==> src/rtl/man_serializer_pkg.sv <==
// Shared constants and the byte-to-symbol encoder for man_serializer.
// Build option: MAN_SERIALIZER_MANCHESTER_EN selects Manchester (16 symbols
// per byte); without it each byte goes out as raw NRZ (8 symbols per byte).
package man_serializer_pkg;

    localparam int DATA_W = 8;
`ifdef MAN_SERIALIZER_MANCHESTER_EN
    localparam int SYM_W  = 16;
`else
    localparam int SYM_W  = 8;
`endif
    localparam int REM_W  = 5;

    // Symbol i of the result is transmitted i-th, so bit 0 goes out first.
    function automatic logic [SYM_W-1:0] man_encode(input logic [DATA_W-1:0] d);
        logic [SYM_W-1:0] enc;
        enc = '0;
`ifdef MAN_SERIALIZER_MANCHESTER_EN
        // Data 1 becomes "1 then 0", data 0 becomes "0 then 1".
        for (int i = 0; i < DATA_W; i++) begin
            enc[2*i]   = d[i];
            enc[2*i+1] = ~d[i];
        end
`else
        enc = d;
`endif
        return enc;
    endfunction

endpackage

==> src/rtl/man_encode_comb.sv <==
// Purely combinational wrapper around the package encoder.
// Build option: MAN_SERIALIZER_MANCHESTER_EN (see man_serializer_pkg).
module man_encode_comb
    import man_serializer_pkg::*;
(
    input  logic [DATA_W-1:0] data,
    output logic [SYM_W-1:0]  enc
);

    // Encode the byte currently offered on the input port.
    always_comb begin
        enc = man_encode(data);
    end

endmodule

==> src/rtl/man_serializer.sv <==
// Bit-serial line transmitter: accepts bytes over valid/ready and shifts the
// encoded symbols out one per clock, LSB first, from a registered output.
// Build option: MAN_SERIALIZER_MANCHESTER_EN selects Manchester encoding
// (16 symbols per byte); undefined gives raw NRZ (8 symbols per byte).
//
// Handshake: a byte is transferred on a rising edge where s_valid and s_ready
// are both high. s_ready rises while at most the final symbol of the previous
// byte is still pending, so a held s_valid yields a gap-free stream. s_data is
// only sampled on the transfer edge.
module man_serializer
    import man_serializer_pkg::*;
#(
    parameter logic IDLE_LEVEL = 1'b0
) (
    input  logic              sys_clk,
    input  logic              sys_rst_n,
    input  logic [DATA_W-1:0] s_data,
    input  logic              s_valid,
    output logic              s_ready,
    output logic              serial_out,
    output logic              busy,
    output logic              underrun
);

    localparam int SR_W = SYM_W - 1;

    logic [SR_W-1:0]  sr;
    logic [REM_W-1:0] rem;
    logic [SYM_W-1:0] enc;
    logic             accept;

    man_encode_comb u_encode (
        .data (s_data),
        .enc  (enc)
    );

    // Ready while the line holds at most its last pending symbol.
    always_comb begin
        s_ready = sys_rst_n && (rem <= REM_W'(1));
        accept  = s_valid && s_ready;
        busy    = (rem != '0);
    end

    // Load a new byte, shift out pending symbols, or drop back to idle.
    always_ff @(posedge sys_clk or negedge sys_rst_n) begin
        if (!sys_rst_n) begin
            serial_out <= IDLE_LEVEL;
            sr         <= '0;
            rem        <= '0;
            underrun   <= 1'b0;
        end else begin
            underrun <= 1'b0;
            if (accept) begin
                serial_out <= enc[0];
                sr         <= enc[SYM_W-1:1];
                rem        <= REM_W'(SYM_W);
            end else if (rem > REM_W'(1)) begin
                serial_out <= sr[0];
                sr         <= {1'b0, sr[SR_W-1:1]};
                rem        <= rem - REM_W'(1);
            end else if (rem == REM_W'(1)) begin
                serial_out <= IDLE_LEVEL;
                rem        <= '0;
                underrun   <= 1'b1;
            end else begin
                serial_out <= IDLE_LEVEL;
            end
        end
    end

endmodule

==> config.mk <==
export PLATFORM = sky130hd
export DESIGN_NAME = man_serializer
export DESIGN_NICKNAME = d
export VERILOG_FILES = /design/src/rtl/man_serializer_pkg.sv /design/src/rtl/man_encode_comb.sv /design/src/rtl/man_serializer.sv
export SDC_FILE = /design/constraint.sdc
export NUM_CORES = 1
export LEC_CHECK = 0
export CAP_MARGIN = 20
export CORE_UTILIZATION = 35
export DETAILED_ROUTE_END_ITERATION = 16
export GPL_TIMING_DRIVEN = 0
export PLACE_DENSITY_LB_ADDON = 0.12
export SYNTH_ARGS = -nofsm -noshare
export SYNTH_HDL_FRONTEND = slang
export SYNTH_SLANG_ARGS = --single-unit
==> constraint.sdc <==
create_clock -name sys_clk -period 3.3 [get_ports sys_clk]
set_input_delay 0.66 -clock sys_clk [delete_from_list [all_inputs] [get_ports sys_clk]]
set_output_delay 0.66 -clock sys_clk [all_outputs]
set_load 0.05 [all_outputs]
==> qor.yml <==
finalCritPeriodShare_pct: 94.5
muxShareOfSynthArea_pct: 22.9
holdCritPathClass: "reg2reg"
dr_total_vias: 452
r2r_slack_ns: 1.84
synth.ff_latch_count: 14
grt_util_all_layers_pct: 11.9
synth-warning-count: 0
synth_xor_xnor_area_share_pct: 2.32
worst-endpoint-required_ns: 2.64
timing.hold.worst.start: "rem[0]"
p_sw_uw: 285
pwr-share-clk_pct: 12.2
post_synth_inst_count: 57
drtIter0Drc: 1
num_antenna_cells: 0
dieHeight_um: 48.4
synth-adder-area-share_pct: 4.98
area_growth_pct: 25.9
post_route_clock_skew_ns: 0.00241
cts-htree-levels: 1
critical_path_class: "in2out"
leakage_uw: 0.000443
reg2regPathDepth: 4
synth_fp_nets: 71
critical_path.cell_chain: "dlygate4sd2_1 -> and2_2 -> clkdlybuf4s50_1"
synth.area.top_cells: "dfrtp_1, mux2_4, mux2_1"
power.share.sequential_pct: 36.7
internal_power_uw: 485
worstHoldEndpoint: "rem[0]"
cts_inserted_buffers: 3
die_area_um2: 2350
drc: 0
io_buffer_count: 14
fillers: 189
critical-path-slowest-cell: "clkdlybuf4s50_1"
rsz0062_at_grt: "false"
synth_area_leader_cell: "dfrtp_1"
drive_gt1_share_pct: 25.7
power_density_nw_per_um2: 810
hold-path-cell-count: 1
clkSlewWorstSetupHoldPaths_ns: 0.08
clock_latency_ns: 0.27
post_synth_and_or_nand_nor_area_fraction_pct: 13.3
synth_area_um2: 754
via_per_inst: 4.48
globalplace.congestion: 0.717
synth_compound_gate_area_share_pct: 5.97
setup_viol: 0
clockBufferDepth: 2
antenna_violations_before_repair: 0
worst-slew-pin-transition_ns: 0.806
max-cap-violations: 0
reg2reg_to: "sr[4]"
grt_remaining_overflow: 0
floorplan.die.width_um: 48.4
nets: 90
floorplan.core_area_um2: 2000
synth_largest_type_area_fraction_pct: 46.4
slew_viol_final: 0
slew_headroom_pct: 46.3
cts_tree: "yes"
power.switching_fraction_pct: 37.0
crit_path_end_kind: "primary output"
start_kind: "input pin"
cts_hold_buf: 0
final.setup.tns_ns: 0
cp_data_arrival_time_ns: 2.46
synth_top_family_by_area: "multiplexers"
power.total_uw: 770
worst_r2r_startpoint: "rem[0]"
io_pins: 15
clock.fmax_ghz: 0.321
worst-path-max-fanout: 19
period_minus_slack_ns: 3.12
clock-sinks: 14
grt_max_degree: 20
power.ir.vdd_worst_uv: 318
synth_seq_area_share_pct: 46.4
row_count: 16
post_drt_wl_per_cell_um: 11.3
status: "finished clean"
postRouteAntennaNets: 0
critical_path.max_stage_delay_ns: 0.79
finalHoldViolCount: 0
synth.lib_cells_used.distinct: 23
pwr-share-comb_pct: 51.1
drt_pass1_iterations: 2
multiInputGateArea_um2: 373
hpwlAfterDp_um: 815
root_buffer: "clkbuf_4"
initial_utilization_pct: 37.7
tightest_hold_margin_ns: 0.494
grt_pass1_vias: 457
synth_area_per_cell_um2: 13.2
grt_first_pass_wirelength_mm: 2.10
layout.area.seq_um2: 350
wl_mm: 1.14
==> how the worst max path moves through the flow <==
| stage | start | depth (start not counted) | to | slack [ns] |
|---|---|---|---|---|
| after CTS | sys_rst_n | 3 | s_ready | 0.13 |
| after detailed placement | sys_rst_n | 3 | s_ready | -0.15 |
| after global placement | sys_rst_n | 3 | s_ready | -0.15 |
| after floorplan | rem[0] | 4 | s_ready | 1.37 |
| final | sys_rst_n | 3 | s_ready | 0.18 |
| after global routing | sys_rst_n | 3 | s_ready | 0.003 |
==> registers in the layout (all words and copies together), names as in the netlist <==
signal,count
sr,7
serial_out,1
underrun,1
rem,5
==> area by class of cell <==
| cell class | instances | area share [%] |
|---|---|---|
| multi-input combinational | 39 | 39.3 |
| sequential | 14 | 36.9 |
| timing repair buffer | 14 | 14.6 |
| tap | 27 | 3.56 |
| clock buffer | 3 | 2.37 |
| buffer | 1 | 2.11 |
| inverter | 3 | 1.19 |
==> critical path, delay by kind of cell <==
kind | cells | cell delay [ns]
buf+inv | 2 | 1.52
simple gates | 1 | 0.27
==> layer usage <==
layer	GRT usage, %	vias to the layer above	part of all wire (%)
li1	-	232	-
met4	5.88	0	1.2
met2	16.2	10	42
met5	0	-	0
met3	3.46	2	5.2
met1	17.0	208	51
==> timing repair <==
item / 4_1_cts / 5_1_grt
setup buffers: 0 / 0
setup endpoints to repair: 1 / 0
gates resized for setup: 1 / 0
hold endpoints to repair: 0 / 0
==> cells in the final DEF (no fill, tap or decap) <==
cell type        count
dlygate4sd2_1        1
mux2_4               7
nor2_1               5
o21a_4               1
a21boi_1             1
nor3_1               1
and2_2               1
dfrtp_1             14
a311oi_1             1
a21o_2               1
and3_2               2
mux2_1               5
mux2_2               1
clkbuf_4             3
nor3b_1              1
nand2_1              2
nand2_4              1
a21oi_1              1
buf_12               1
inv_1                3
ha_1                 3
clkdlybuf4s50_1     13
nor2b_1              1
nor3_4               1
nand3_1              1
xnor2_1              2
==> cell usage after synthesis (all sizes together) <==
cell,number
a21o,1
xnor2,2
nand2,3
and2,1
nor3,2
o21a,1
a311oi,1
a21oi,1
buf,1
ha,3
inv,3
a21boi,1
nand3,1
mux2,13
dfrtp,14
nor2b,1
nor2,5
nor3b,1
and3,2
==> cells by family (layout without fill, tap and decap cells) <==
group                      Yosys count  in the layout
AOI/OAI and AO/OA                    5              5
DFF                                 14             14
xor gates and xnor gates             2              2
muxes                               13             13
buffers and inverters                4             21
and+or+nand+nor                     16             16
adders and majority gates            3              3
==> metrics by stage <==
stage | cell area, um^2 | worst slack [ns] | std cells | utilization, %
5_1_grt | 950 | 0.00270 | 101 | 47.4
2_1_floorplan | 754 | 1.37 | 57 | -
4_1_cts | 950 | 0.126 | 101 | 47.4
3_5_place_dp | 928 | -0.153 | 98 | 46.4
3_3_place_gp | 928 | -0.149 | 98 | 46.4
6_report | 950 | 0.183 | 101 | 47.4
==> power groups by stage <==
stage	logic [uW]	registers (uW)	clock network, uW
after detailed placement	398	287	0
after global placement	397	287	0
after global routing	434	292	105
after CTS	399	284	96.6
after floorplan	300	298	0
final	393	283	93.9
(Power assumes the default switching activity.)
